--- src/rtl/sisc_pkg.sv ---
// Shared encodings and default widths for the SISC data-memory arbiter.
package sisc_pkg;

  localparam int ADDR_W_DEF = 16;
  localparam int DATA_W_DEF = 32;

  typedef enum logic [1:0] {
    IDLE = 2'b00,
    CPU  = 2'b01,
    DBG  = 2'b10
  } arb_state_e;

  // Owner value doubles as the bit index into the {dbg, cpu} request vector.
  typedef enum logic {
    OWN_CPU = 1'b0,
    OWN_DBG = 1'b1
  } owner_e;

  function automatic arb_state_e owner_state(input owner_e o);
    return (o == OWN_DBG) ? DBG : CPU;
  endfunction

endpackage

--- src/rtl/rr_pick2.sv ---
// Two-way round-robin picker: chooses among non-excluded requesters,
// breaking a tie in favour of whoever did not own memory last.
module rr_pick2
  import sisc_pkg::*;
(
  input  logic [1:0] req,
  input  logic [1:0] exclude,
  input  owner_e     last_owner,
  output logic       pick_valid,
  output owner_e     pick
);

  logic [1:0] elig;

  assign elig = req & ~exclude;

  always_comb begin
    pick_valid = |elig;
    pick       = OWN_CPU;
    case (elig)
      2'b01:   pick = OWN_CPU;
      2'b10:   pick = OWN_DBG;
      2'b11:   pick = (last_owner == OWN_CPU) ? OWN_DBG : OWN_CPU;
      default: pick = OWN_CPU;
    endcase
  end

endmodule

--- src/rtl/dm_arbiter.sv ---
// Round-robin arbiter sharing the single-port data memory between the CPU
// ld/st path and the debug/loader port; one access per grant, registered read return.
//
// Handshake: a requester holds req (with we/addr/wdata) until it sees its gnt;
// the access completes at the rising edge where req && gnt, and a read returns
// data with a one-cycle rvalid pulse on the following cycle.
module dm_arbiter
  import sisc_pkg::*;
#(
  parameter int ADDR_W = ADDR_W_DEF,
  parameter int DATA_W = DATA_W_DEF
) (
  input  logic              clk,
  input  logic              rst_f,
  input  logic              cpu_req,
  input  logic              cpu_we,
  input  logic [ADDR_W-1:0] cpu_addr,
  input  logic [DATA_W-1:0] cpu_wdata,
  output logic              cpu_gnt,
  output logic              cpu_rvalid,
  output logic [DATA_W-1:0] cpu_rdata,
  output logic              cpu_stall,
  input  logic              dbg_req,
  input  logic              dbg_we,
  input  logic [ADDR_W-1:0] dbg_addr,
  input  logic [DATA_W-1:0] dbg_wdata,
  output logic              dbg_gnt,
  output logic              dbg_rvalid,
  output logic [DATA_W-1:0] dbg_rdata,
  output logic [ADDR_W-1:0] dm_addr,
  output logic [DATA_W-1:0] dm_wdata,
  output logic              dm_we,
  input  logic [DATA_W-1:0] dm_rdata
);

  arb_state_e        state_q;
  arb_state_e        state_d;
  owner_e            last_owner_q;
  logic [1:0]        req_vec;
  logic [1:0]        excl_vec;
  logic              pick_valid;
  owner_e            pick;
  logic              own_req;
  logic              own_we;
  logic [ADDR_W-1:0] own_addr;
  logic [DATA_W-1:0] own_wdata;
  logic              cpu_rd_xfer;
  logic              dbg_rd_xfer;

  assign req_vec = {dbg_req, cpu_req};

  // The current owner always finishes at this edge (even if it dropped req),
  // so it is kept out of the pick and the other side gets the next slot.
  assign excl_vec = {state_q == DBG, state_q == CPU};

  rr_pick2 u_pick (
    .req        (req_vec),
    .exclude    (excl_vec),
    .last_owner (last_owner_q),
    .pick_valid (pick_valid),
    .pick       (pick)
  );

  // State register
  always_ff @(posedge clk or negedge rst_f) begin
    if (!rst_f) begin
      state_q <= IDLE;
    end else begin
      state_q <= state_d;
    end
  end

  // Next-state logic
  always_comb begin
    state_d = IDLE;
    if (pick_valid) begin
      state_d = owner_state(pick);
    end
  end

  // Output decode and owner mux
  always_comb begin
    cpu_gnt   = 1'b0;
    dbg_gnt   = 1'b0;
    own_req   = 1'b0;
    own_we    = 1'b0;
    own_addr  = '0;
    own_wdata = '0;
    case (state_q)
      CPU: begin
        cpu_gnt   = 1'b1;
        own_req   = cpu_req;
        own_we    = cpu_we;
        own_addr  = cpu_addr;
        own_wdata = cpu_wdata;
      end
      DBG: begin
        dbg_gnt   = 1'b1;
        own_req   = dbg_req;
        own_we    = dbg_we;
        own_addr  = dbg_addr;
        own_wdata = dbg_wdata;
      end
      default: begin
        own_req = 1'b0;
      end
    endcase
  end

  assign dm_addr   = own_addr;
  assign dm_wdata  = own_wdata;
  assign dm_we     = own_we && own_req;
  assign cpu_stall = cpu_req && !cpu_gnt;

  always_ff @(posedge clk or negedge rst_f) begin
    if (!rst_f) begin
      last_owner_q <= OWN_DBG;
    end else if (state_q == CPU) begin
      last_owner_q <= OWN_CPU;
    end else if (state_q == DBG) begin
      last_owner_q <= OWN_DBG;
    end
  end

  assign cpu_rd_xfer = cpu_gnt && cpu_req && !cpu_we;
  assign dbg_rd_xfer = dbg_gnt && dbg_req && !dbg_we;

  // Read data is held between reads so a stalled CPU can sample it late.
  always_ff @(posedge clk or negedge rst_f) begin
    if (!rst_f) begin
      cpu_rvalid <= 1'b0;
      cpu_rdata  <= '0;
    end else begin
      cpu_rvalid <= cpu_rd_xfer;
      if (cpu_rd_xfer) begin
        cpu_rdata <= dm_rdata;
      end
    end
  end

  always_ff @(posedge clk or negedge rst_f) begin
    if (!rst_f) begin
      dbg_rvalid <= 1'b0;
      dbg_rdata  <= '0;
    end else begin
      dbg_rvalid <= dbg_rd_xfer;
      if (dbg_rd_xfer) begin
        dbg_rdata <= dm_rdata;
      end
    end
  end

  a_gnt_onehot: assert property (@(posedge clk) disable iff (!rst_f)
    !(cpu_gnt && dbg_gnt));
  a_state_legal: assert property (@(posedge clk) disable iff (!rst_f)
    state_q inside {IDLE, CPU, DBG});
  a_we_owned: assert property (@(posedge clk) disable iff (!rst_f)
    dm_we |-> (cpu_gnt || dbg_gnt));
  a_rvalid_excl: assert property (@(posedge clk) disable iff (!rst_f)
    !(cpu_rvalid && dbg_rvalid));
  a_cpu_no_repeat: assert property (@(posedge clk) disable iff (!rst_f)
    cpu_gnt |=> !cpu_gnt);
  a_dbg_no_repeat: assert property (@(posedge clk) disable iff (!rst_f)
    dbg_gnt |=> !dbg_gnt);

endmodule
--- config.mk ---
export PLATFORM = sky130hd
export DESIGN_NAME = dm_arbiter
export DESIGN_NICKNAME = d
export VERILOG_FILES = /design/src/rtl/sisc_pkg.sv /design/src/rtl/rr_pick2.sv /design/src/rtl/dm_arbiter.sv
export SDC_FILE = /design/constraint.sdc
export NUM_CORES = 1
export LEC_CHECK = 0
export CAP_MARGIN = 5
export CORE_UTILIZATION = 37
export DETAILED_ROUTE_END_ITERATION = 8
export PLACE_DENSITY_LB_ADDON = 0.3
export SLEW_MARGIN = 5
export SYNTH_ARGS = -nofsm -noshare
export SYNTH_HDL_FRONTEND = slang
export SYNTH_SLANG_ARGS = --single-unit
--- constraint.sdc ---
create_clock -name clk -period 3.11 [get_ports clk]
set_input_delay 0.622 -clock clk [delete_from_list [all_inputs] [get_ports clk]]
set_output_delay 0.622 -clock clk [all_outputs]
set_load 0.05 [all_outputs]
* Word-level counts from Yosys, hierarchy flattened *
Index checks and enable logic that the tools add are counted.

operators by class
  reductions and logical operators = 11
  equal/unequal tests = 4
  multiplexer cells = 12
  bitwise logic cells = 2

operators by type and width
  cell                number
  $pmux 32 s2         1
  $pmux 16 s2         1
  $eq 2x2->1 const B  3
  $logic_and 1x1->1   6
  $pmux 1 s2          3
  $mux 1              5
  $mux 2              2
  $logic_not 1->1     3
  $and 2x2->2         1
  $eq 2x1->1 const B  1
  $not 2->2           1
  $reduce_bool 2->1   1
  $reduce_or 2->1     1

storage, ports and cells
  word-level logic and storage cells = 35
  bits of input ports = 134
  register bits after elaboration = 69
  output and inout port bits = 118

* Depth between registers and ports, before layout *
  depth after elaboration = 7
  mapped depth = 6
  mapped depth without buffers = 4

* Modules after synthesis *
From an unflattened synthesis, not the netlist that was laid out.

unflattened totals
  cells, all modules = 223
  area, all modules = 3434.5 um2

modules (own cells, without submodules)
  module      cells each  area each (um2)  times used  sequential area each (um2)
  dm_arbiter  218         3395.8           1           1727.9
  rr_pick2    5           38.8             1           0.0

* Worst setup path after synthesis *
OpenSTA, ideal clock, no wires.

  path kind = reg-to-output
  start = reg state_q[0]
  end = out dm_wdata[11]
  arrival time = 1.971 ns
  data required time = 2.488 ns
  path buffers = 2
  cell stages (with the launch flop) = 7
  setup slack = 0.517 ns
  cell sequence = dfrtp_1 inv_1 ha_1 nor2b_2 buf_6 buf_6 a22o_1

between the ends
  longest elaborated chain between the ends = 2
  elaborated cells between the ends (all ways) = 3
  classes of those cells = eq/ne: 2; mux: 1

ends and longest elaborated chain
  element                                          line              text
  start: declaration                               dm_arbiter.sv:36  arb_state_e state_q;
  start signal: assignment                         dm_arbiter.sv:69  state_q <= state_d;
  $eq 2x2->1 / $eq 2x1->1 (equally long branches)  dm_arbiter.sv:89  case (state_q)
  $pmux 32 s2 *                                    dm_arbiter.sv:89
  end: declaration                                 dm_arbiter.sv:31  output logic [DATA_W-1:0] dm_wdata,

Mark *: on every way between the ends. The rest lies on a longest branch, timed or not.

* Worst setup path in the final report *
  start = reg state_q[0]
  end = out dm_wdata[8]

The elaborated chain is that of the path after synthesis.

==> qor.csv <==
stage,metric,value,unit
routing,DRT Pass-1 Iters,7,
finish,layout cells sized above 1,29.4,%
min_path,Hold Crit Class,input port to async pin,
routing,Via Count,2882,
synth,YS warnings,0,
worst_setup_path,crit path kind,register to output pin,
finish,Final nets,603,
synth,top-area cell type share of the netlist area,50.1,%
finish,antenna cells,0,
worst_setup_path,CP max FO,33,
run_status,failing checks,design-rule violations,
sta,Final setup viols,0,
global_routing,largest net degree at the start of global routing,70,
sta,min Tclk post-route,2790,ps
floorplanning,io pins,252,
global_routing,first-pass GRT wire length,17.2,mm
floorplanning,Chip Height,97.8,um
sta,"Hold Violations, Final",0,
clocking,clock slew at reported path FFs,70,ps
placement,placer congestion estimate,0.859,
routing,Final ANT Viol Nets,0,
sta,max frequency,359,MHz
routing,DR iter-0 viols,87,
clocking,Sink Count,69,
sta,setup ws final,321,ps
placement,Placed Instances,564,
synth,most frequent cells after synthesis,"dfrtp_1, mux2_4, a22o_1",
synth,Mapped Cells,217,
run,max_cap viols,0,
clocking,H-tree lvl count,3,
synth,mapped cell area,3400,um^2
global_routing,initial antenna violation count,0,
power,Leak,2.99,nW
floorplanning,num rows,34,
clocking,CTS Buffer Depth,2,
clocking,Setup Buffers After CTS,0,
finish,area grow syn2layout,95.0,%
routing,DR WL/cell,19.1,um
placement,IO Port Bufs,251,
worst_setup_path,Worst Path Required,2490,ps
clocking,Worst-Skew Late Latency,330,ps
floorplanning,Die ar.,9560,um^2
synth,"EDFF count, synth",0,
floorplanning,area of the core,8810,um^2
synth,"count leader, synth",dfrtp_1,
run_status,status,finished with violations,
synth,mean post-synth cell area,15.6,um^2
global_routing,"Remaining Overflow, GRT",0,
synth,ys async rst share,100,%
synth,synth top area cells,"dfrtp_1, mux2_4, a22o_1, buf_6, mux2_2",
finish,Fill cells,565,
global_routing,vias in the first global route,3108,
sta,Post-Route Skew,7.58,ps
placement,Place WS,687,ps
finish,Finished Core Util,75.2,%
sta,Slew Limit Fails,0,
floorplanning,width of the die,97.8,um
sta,slew at the pin closest to its max-slew limit,847,ps
finish,fin cells,580,
sta,unrepaired setup endpoints after global routing,false,
synth,syn_nets,353,
global_routing,global-route usage over all layers,23.7,%
sta,Setup TNS Final,0,ps
routing,DR vias/cell,4.97,
synth,most used flip-flop cell after synthesis,dfrtp_1,
worst_setup_path,worst-case reg-to-reg path depth,4,
worst_setup_path,crit start category,register,
synth,"flops & latches, synth",69,
clocking,TritonCTS clock tree,yes,
floorplanning,starting density of the core,38.6,%
power,total power,6.87,mW
synth,leading area contributor after synthesis,dfrtp_1,
power,maximum VDD drop,434,uV
worst_setup_path,Worst EP arrival,2170,ps
power,Pwr Density,1040,nW/um^2
clocking,root buffer cell,clkbuf_8,
synth,sequential share of the synthesized area,50.9,%
routing,number of remaining DRC errors,28,
clocking,TritonCTS Buffers,9,
placement,HPWL Detailed,8.72,mm
worst_setup_path,endpoint class of the critical path,output pin,
clocking,cts repair resizes,0,
sta,final worst path period share,89.7,%
clocking,hold_buf cts,0,
synth,distinct cell type count after synthesis,19,
sta,max-slew headroom at the worst pin,43.6,%
routing,post-detailed-routing wire length,11.1,mm
-- placed cells by master, fill, tap and decap left out, types with 2 or more instances in the layout --
cell type        Yosys  routed
clkdlybuf4s50_1      0     200
dfrtp_1             68      68
mux2_4              58      58
buf_12               0      50
a22o_1              48      48
clkbuf_8             0       9
mux2_2               6       6
inv_1                5       5
buf_4                1       4
a21oi_1              3       3
nor2b_4              1       2
nand3b_4             2       2
nand3b_1             2       2
ha_1                 2       2
clkinvlp_4           0       2
clkinv_2             0       2
-- cell families after synthesis --
group / after synthesis / synth area share (%)
flip-flops: 69 / 50.9
multiplexers: 64 / 27.6
AO/OA/AOI/OAI: 53 / 13.3
buffers and inverters: 21 / 4.83
AND/OR/NAND/NOR: 8 / 2.65
adder cells (fa/ha/maj): 2 / 0.737
-- state kept, by name, indices dropped and copies added, names as in the netlist --
register and cells:
cpu_rdata 32, dbg_rdata 32, state_q 2, cpu_rvalid 1, dbg_rvalid 1, last_owner_q 1
-- report_power, final --
part | switching, mW | leakage, nW | total (mW) | internal, mW
Combinational | 2.64 | 2.07 | 4.58 | 1.95
Sequential | 0.254 | 0.827 | 1.59 | 1.34
Clock | 0.331 | 0.0923 | 0.700 | 0.369
Total | 3.22 | 2.99 | 6.87 | 3.65
-- metrics by stage --
stage,hold slack [ps],instance area [um^2]
after floorplan,326,3400
after global placement,468,6430
after detailed placement,477,6430
after CTS,489,6620
after global routing,507,6620
final,484,6620
-- worst max-delay path: stages, from the launching register on --
cell,delay (ps)
dfrtp_1,380
inv_1,60
ha_1,310
nor2b_4,450
buf_12,240
a22o_1,230
buf_12,150
-- metal layers --
metal  vias up  part of all wire (%)  global-route usage (%)
met4         0                   2.8                    9.91
met1      1392                    35                    25.9
met3        25                   8.0                    6.87
met2       154                    54                    42.8
met5         -                     0                       0
li1       1311                     -                       -
-- final timing paths --
check | startpoint | end | slack (ps)
setup / recovery | state_q[0]$_DFF_PN0_ | dm_wdata[8] | 320
hold / removal | rst_f | cpu_rdata[23]$_DFFE_PN0P_ | 480
setup reg to reg | state_q[1]$_DFF_PN0_ | cpu_rdata[3]$_DFFE_PN0P_ | 1170
hold reg to reg | last_owner_q$_DFFE_PN1P_ | last_owner_q$_DFFE_PN1P_ | 480
max in group asynchronous | rst_f | cpu_rdata[2]$_DFFE_PN0P_ | 2080
min in group clk | last_owner_q$_DFFE_PN1P_ | last_owner_q$_DFFE_PN1P_ | 480
-- final cells by class --
cell class,count,area [um^2],share of cell area [%]
multi-input combinational,127,1510,22.8
clock buffer,10,128,1.93
tap,108,135,2.04
clock inverter,6,63.8,0.964
timing repair buffer,255,3040,45.9
sequential,69,1730,26.1
inverter,5,18.8,0.284
No activity file was read; power rests on OpenSTA's default activity.
